## src/rtl/z_seq_detect_pkg.sv

```systemverilog
// Shared types and defaults for the z-stream pattern detector.
package z_seq_pkg;

  typedef enum logic {S_FILL, S_RUN} z_seq_state_e;

  localparam logic [3:0] DEFAULT_PATTERN = 4'b1011;

endpackage

```

## src/rtl/z_seq_detect_if.sv

```systemverilog
// Sample/result bundle between the z stage driver and the pattern detector.
interface z_seq_detect_if #(
  parameter int CNT_W = 8
);

  logic             en;
  logic             z;
  logic             clear;
  logic             match;
  logic             seen;
  logic [CNT_W-1:0] match_cnt;
  logic             filling;

  modport master (
    output en, z, clear,
    input  match, seen, match_cnt, filling
  );

  modport slave (
    input  en, z, clear,
    output match, seen, match_cnt, filling
  );

endinterface

```

## src/rtl/z_seq_detect_sat_counter.sv

```systemverilog
// Saturating up-counter with synchronous clear; holds at all-ones.
module sat_counter #(
  parameter int W = 8
) (
  input  logic         clk,
  input  logic         rst_n,
  input  logic         clr,
  input  logic         inc,
  output logic [W-1:0] cnt
);

  logic [W-1:0] cnt_r;

  // count register: clear wins, then increment unless already saturated
  always_ff @(posedge clk or negedge rst_n) begin
    if (!rst_n) begin
      cnt_r <= {W{1'b0}};
    end else if (clr) begin
      cnt_r <= {W{1'b0}};
    end else if (inc && (cnt_r != {W{1'b1}})) begin
      cnt_r <= cnt_r + W'(1);
    end else begin
      cnt_r <= cnt_r;
    end
  end

  assign cnt = cnt_r;

endmodule

```

## src/rtl/z_seq_detect.sv

```systemverilog
// Serial pattern detector on qualified z samples with sticky seen flag.
// Optional saturating match counter is built when Z_SEQ_MATCH_CNT_EN is defined.
module z_seq_detect
  import z_seq_pkg::*;
#(
  parameter int                   PATTERN_W = 4,
  parameter logic [PATTERN_W-1:0] PATTERN   = DEFAULT_PATTERN,
  parameter int                   CNT_W     = 8
) (
  input logic           clk,
  input logic           rst_n,
  z_seq_detect_if.slave bus
);

  localparam int                FILL_W    = $clog2(PATTERN_W + 1);
  localparam logic [FILL_W-1:0] LAST_FILL = FILL_W'(PATTERN_W - 1);

  // Only the newest PATTERN_W-1 samples are stored; with z they form the full window.
  logic [PATTERN_W-2:0] hist_r;
  logic [PATTERN_W-2:0] hist_nxt_s;
  logic [PATTERN_W-1:0] window_s;
  logic [FILL_W-1:0]    fill_cnt_r;
  logic [FILL_W-1:0]    fill_cnt_nxt_s;
  z_seq_state_e         state_r;
  z_seq_state_e         state_nxt_s;
  logic                 accept_s;
  logic                 complete_s;
  logic                 hit_s;
  logic                 match_r;
  logic                 seen_r;
  logic                 filling_r;

  // next-state, history shift and match decode
  always_comb begin
    window_s       = {hist_r, bus.z};
    accept_s       = bus.en & ~bus.clear;
    complete_s     = (state_r == S_RUN) || (fill_cnt_r == LAST_FILL);
    hit_s          = accept_s & complete_s & (window_s == PATTERN);
    state_nxt_s    = state_r;
    hist_nxt_s     = hist_r;
    fill_cnt_nxt_s = fill_cnt_r;
    if (bus.clear) begin
      state_nxt_s    = S_FILL;
      hist_nxt_s     = {(PATTERN_W-1){1'b0}};
      fill_cnt_nxt_s = {FILL_W{1'b0}};
    end else if (accept_s) begin
      hist_nxt_s = window_s[PATTERN_W-2:0];
      case (state_r)
        S_FILL: begin
          fill_cnt_nxt_s = fill_cnt_r + FILL_W'(1);
          if (fill_cnt_r == LAST_FILL) begin
            state_nxt_s = S_RUN;
          end else begin
            state_nxt_s = S_FILL;
          end
        end
        S_RUN: begin
          state_nxt_s = S_RUN;
        end
        default: begin
          state_nxt_s = S_FILL;
        end
      endcase
    end else begin
      state_nxt_s    = state_r;
      hist_nxt_s     = hist_r;
      fill_cnt_nxt_s = fill_cnt_r;
    end
  end

  // state, history and output registers
  always_ff @(posedge clk or negedge rst_n) begin
    if (!rst_n) begin
      state_r    <= S_FILL;
      hist_r     <= {(PATTERN_W-1){1'b0}};
      fill_cnt_r <= {FILL_W{1'b0}};
      match_r    <= 1'b0;
      seen_r     <= 1'b0;
      filling_r  <= 1'b1;
    end else begin
      state_r    <= state_nxt_s;
      hist_r     <= hist_nxt_s;
      fill_cnt_r <= fill_cnt_nxt_s;
      match_r    <= hit_s;
      seen_r     <= bus.clear ? 1'b0 : (seen_r | hit_s);
      filling_r  <= (state_nxt_s == S_FILL);
    end
  end

  assign bus.match   = match_r;
  assign bus.seen    = seen_r;
  assign bus.filling = filling_r;

`ifdef Z_SEQ_MATCH_CNT_EN
  logic [CNT_W-1:0] cnt_s;

  sat_counter #(
    .W(CNT_W)
  ) u_match_cnt (
    .clk   (clk),
    .rst_n (rst_n),
    .clr   (bus.clear),
    .inc   (hit_s),
    .cnt   (cnt_s)
  );

  assign bus.match_cnt = cnt_s;
`else
  assign bus.match_cnt = {CNT_W{1'b0}};
`endif

endmodule

```

## src/flat_wrapper.sv

```systemverilog
// flat-port wrapper written by rule: the top's interface ports become plain ports
module z_seq_detect_flat import z_seq_pkg::*;
#(
  parameter int                   PATTERN_W = 4,
  parameter logic [PATTERN_W-1:0] PATTERN   = DEFAULT_PATTERN,
  parameter int                   CNT_W     = 8
)
  (clk, rst_n, bus_en, bus_z, bus_clear, bus_match, bus_seen, bus_match_cnt, bus_filling);
  z_seq_detect_if #(.CNT_W(CNT_W)) bus_i ();
  input logic clk;
  input logic rst_n;
  input wire logic [$bits(bus_i.en)-1:0] bus_en;
  input wire logic [$bits(bus_i.z)-1:0] bus_z;
  input wire logic [$bits(bus_i.clear)-1:0] bus_clear;
  output wire logic [$bits(bus_i.match)-1:0] bus_match;
  output wire logic [$bits(bus_i.seen)-1:0] bus_seen;
  output wire logic [$bits(bus_i.match_cnt)-1:0] bus_match_cnt;
  output wire logic [$bits(bus_i.filling)-1:0] bus_filling;
  assign bus_i.en = bus_en;
  assign bus_i.z = bus_z;
  assign bus_i.clear = bus_clear;
  assign bus_match = bus_i.match;
  assign bus_seen = bus_i.seen;
  assign bus_match_cnt = bus_i.match_cnt;
  assign bus_filling = bus_i.filling;
  z_seq_detect #(.PATTERN_W(PATTERN_W), .PATTERN(PATTERN), .CNT_W(CNT_W)) u_core (.clk(clk), .rst_n(rst_n), .bus(bus_i));
endmodule
```

## config.mk

```make
export PLATFORM = sky130hd
export DESIGN_NAME = z_seq_detect_flat
export DESIGN_NICKNAME = d
export VERILOG_FILES = /design/src/rtl/z_seq_detect_pkg.sv /design/src/rtl/z_seq_detect_if.sv /design/src/rtl/z_seq_detect_sat_counter.sv /design/src/rtl/z_seq_detect.sv /design/src/flat_wrapper.sv
export SDC_FILE = /design/constraint.sdc
export NUM_CORES = 1
export LEC_CHECK = 0
export CAP_MARGIN = 20
export CORE_AREA = 2 2 39 41
export CTS_BUF_LIST = sky130_fd_sc_hd__clkbuf_16
export DETAILED_ROUTE_END_ITERATION = 7
export DIE_AREA = 0 0 41 43
export DONT_BUFFER_PORTS = 1
export PLACE_DENSITY_LB_ADDON = 0.12
export SYNTH_ARGS = -nofsm -noshare
export SYNTH_HDL_FRONTEND = slang
export SYNTH_HIERARCHICAL = 1
export SYNTH_SLANG_ARGS = --single-unit
```

## constraint.sdc

```tcl
create_clock -name clk -period 1.6 [get_ports clk]
set_input_delay 0.4 -clock clk [delete_from_list [all_inputs] [get_ports clk]]
set_output_delay 0.4 -clock clk [all_outputs]
set_load 0.005 [all_outputs]
```

==> impl.org <==
** Job
- The tool flagged a number of max-cap violations equal to 0.

** Synth
- Parity-gate share of the synthesized area counting xor and xnor cells :: around 1.7%
- Main combinational cell family by area after synthesis :: buffers and inverters
- Unique masters post-synth :: 18
- Counting every instance in the synthesized netlist gives 45.
- The largest total area in the synthesized netlist belongs to sky130_fd_sc_hd__dfrtp_1.
- Share of cell area taken by muxes after synthesis :: 7.88%
- The share of the Yosys chip area taken by registers is slightly below 50%.
- Fraction of post-synthesis cell area in the top cell type by area :: between 40 and 50%
- During synthesis, Yosys emitted a total of 6 warnings.
- Summing the areas of all compound-gate instances in the mapped netlist gives ~7.6% of the synthesized area.
- After synthesis, the mean cell area works out to between 10 and 15 sq um.
- After Yosys synthesis, and, or, nand and nor cells account for 10.3% of the synthesized area.
- The mapped netlist covers around 510 sq um.
- Biggest area contributors in the synthesized netlist :: sky130_fd_sc_hd__dfrtp_1 (44%), sky130_fd_sc_hd__buf_4 (12%), sky130_fd_sc_hd__mux2i_1 (7.9%)
- Of the total synthesized cell area, the portion taken by full adders, half adders and majority gates is 4.93%.
- Flip-flop and latch count after synthesis :: 10

** Critical path
- Slowest Stage Delay on Critical Path :: 380 ps
- For the worst setup path, the data arrival time is around 1400 ps.
- Required time worst endpoint :: 1730 ps
- Among the stages of the critical path, the cell type that occurs most often is sky130_fd_sc_hd__ha_1.
- Worst reg-to-reg path cell count :: 5
- Critical-path cell with the highest stage delay :: sky130_fd_sc_hd__dfrtp_1
- WS Path Type :: reg2reg
- Walking the worst path, the cells encountered are ha_1, ha_1, a21oi_1, or2_2, inv_1.
- The worst setup path is captured at a register.
- Maximum fanout along the worst path :: 2
- Crit start category :: register

** Die
- Width of the chip :: around 41 um
- Area of the placeable core :: about 1400 sq um
- The die covers 1760 sq um.
- Row generation in the floorplan step produced 14 rows.
- Die Y-Extent :: roughly 43 um
- Once the floorplan was initialized, standard cells occupied between 30% and 40% of the core.
- Top Ports :: 16

** Clocking
- The clock passes through at most 2 buffers.
- Clock-pin slew was measured on the worst setup and hold paths at 40 ps.
- TritonCTS built the clock tree.
- Worst-skew pair later-pin latency :: approximately 240 ps
- The root buffer cell chosen for the clock tree is sky130_fd_sc_hd__clkbuf_16.
- CTS buffer count :: 3
- Once the clock tree was built, the setup fixing pass inserted 0 buffers.
- Deepest level of the CTS H-tree :: 1
- Clock tree synthesis found a total of 10 sinks.

** Route
- The detailed router finished its first iteration with 0 violations.
- In the routed design, unresolved DRC markers number 0.
- First-pass DRT Iterations :: 1
- Wire length reported by the detailed router :: slightly above 800 um
- Via-to-Cell Ratio :: ~4.5
- Once detail routing completed, the nets flagged for antenna violations numbered 0.
- Vias post-DR :: between 200 and 300
- WL/cell :: between 10 and 15 um

** Layout
- Share of final-layout standard cells stronger than drive strength 1 :: 19.1%
- Once layout is complete, the utilization of the core stands at about two fifths.
- The count of cells in the finished layout, fillers not included, comes to 63.
- Leaving out fill and tap cells, the most frequent cell in the layout is sky130_fd_sc_hd__dfrtp_1.
- The repair_antennas step left the layout with diodes totalling 0.
- Synthesis-to-finish area growth :: 11.6%
- Final net count :: 55
- Total of fill cells in the finished design :: 149
- In the layout the commonest cells are sky130_fd_sc_hd__dfrtp_1 (9), sky130_fd_sc_hd__conb_1 (8), sky130_fd_sc_hd__nor2_1 (7).

** STA
- Number of setup violations in the final report :: 0
- Post-Route Skew :: a little under 5 ps
- Sum Neg Setup Slack :: 0 ps
- Setup repair after global routing missed its margin :: no
- The number of hold violations in the final report was 0.
- Final critical-path share of the clock period :: 77.7%
- Final worst path period need :: approximately 1200 ps
- The final max-slew violation count came to 0.
- Maximum operating frequency :: around 0.80 GHz

** Pwr
- Maximum ir drop on the vdd rail :: between 500 and 600 uV
- Tot Pwr :: 753 uW
- Power per standard cell area :: between 1000 and 1500 nW/um^2
- Static Leakage :: about 0.00030 uW

** Placed design
- Total half-perimeter wirelength after legalization and detailed placement :: about 600 um
- Inst Count DP :: 58
- At the end of routability-driven placement, the weighted congestion stood at about 0.63.
- Buffers placed on the I/O ports in this run total 0.

** Global routing
- Grt total ovfl :: 0
- Number of antenna violations at the first check in global routing :: 0
- The via count of the first global-routing pass was 313.
- Overall global routing resource usage :: roughly 14%
- Largest net degree at the start of global routing :: 10
- The first global-routing pass estimated roughly 1.5 mm of wire.

** Outcome
- Run status :: completed

** Hold path
- Tightest Hold Check Type :: in2async
[flip-flops by register name (all words and copies together) (netlist names)]
signal              flops
u_core/bus.match        1
u_core/hist_r           3
u_core/state_r          1
u_core/bus.seen         1
u_core/fill_cnt_r       3
u_core/bus.filling      1
[path summary, 6_finish.rpt]
kind	endpoint	from	slack, ps
min in group clk	u_core/bus.seen$_DFF_PN0_	bus_clear	210
max in group asynchronous	u_core/fill_cnt_r[2]$_DFFE_PN0P_	rst_n	760
max reg2reg	u_core/state_r$_DFF_PN0_	u_core/fill_cnt_r[0]$_DFFE_PN0P_	360
min reg2reg	u_core/hist_r[2]$_DFFE_PN0P_	u_core/hist_r[2]$_DFFE_PN0P_	520
min	u_core/bus.filling$_DFF_PN1_	rst_n	10
max	u_core/state_r$_DFF_PN0_	u_core/fill_cnt_r[0]$_DFFE_PN0P_	360
[report_power, final]
part	internal, uW	total, uW	switching [uW]
logic	19.0	40.9	21.9
registers	265	272	6.75
clock network	327	440	113
[critical path: cells and delay by family, from the launching register on]
kind            cells  cell delay [ps]
fa+ha+maj           2              410
flops               1              380
compound gates      1              160
simple gates        1              140
buf+inv             1               40
[cell families (layout without fill, tap and decap cells)]
group                      after synthesis  after routing
DFF                                     10             10
other                                    1              8
and+or+nand+nor                         10             10
xor gates and xnor gates                 1              1
AOI/OAI and AO/OA                        4              4
adders and majority gates                2              2
muxes                                    4              4
buffers and inverters                   13              8
[Yosys cell counts]
| cell | instances |
|---|---|
| sky130_fd_sc_hd__dfrtp_1 | 9 |
| sky130_fd_sc_hd__buf_4 | 8 |
| sky130_fd_sc_hd__nor2_1 | 7 |
| sky130_fd_sc_hd__mux2i_1 | 4 |
| sky130_fd_sc_hd__inv_1 | 3 |
| sky130_fd_sc_hd__ha_1 | 2 |
| sky130_fd_sc_hd__a211oi_2 | 1 |
| sky130_fd_sc_hd__a21oi_1 | 1 |
| sky130_fd_sc_hd__a21oi_2 | 1 |
| sky130_fd_sc_hd__and2b_4 | 1 |
| sky130_fd_sc_hd__and4b_1 | 1 |
| sky130_fd_sc_hd__buf_2 | 1 |
| sky130_fd_sc_hd__buf_6 | 1 |
| sky130_fd_sc_hd__conb_1 | 1 |
| sky130_fd_sc_hd__dfstp_2 | 1 |
| sky130_fd_sc_hd__o211ai_2 | 1 |
| sky130_fd_sc_hd__or2_2 | 1 |
| sky130_fd_sc_hd__xnor2_1 | 1 |
[metal layers]
layer  track usage [%]  vias up  wire length, um
met1              16.2      139              322
met4              14.0        0               46
li1                  -      131                -
met2              17.8        7              409
met3              5.24        5               39
met5                 0        -                0
[layout make-up]
class                           count  area (sq um)  share of cell area (%)
Sequential cell                    10           251                    44.4
Multi-Input combinational cell     29           195                    34.4
Clock buffer                        3          75.1                    13.2
Tap cell                           16          20.0                    3.53
Inverter                            3          11.3                    1.99
Timing Repair Buffer                1          10.0                    1.77
Clock inverter                      1          3.75                   0.662
[repair_timing]
action,4_1_cts,5_1_grt
resized for setup,0,0
hold buffers,1,0
hold endpoints to repair,9,0
[stage by stage]
step	worst slack [ps]	cell area (sq um)	hold WS (ps)
after floorplan	472	534	104
after detailed placement	408	478	105
after global placement	421	478	105
final	357	567	9.90
after CTS	355	567	6.67
after global routing	264	567	5.26
No activity file was read; power rests on OpenSTA's default activity.
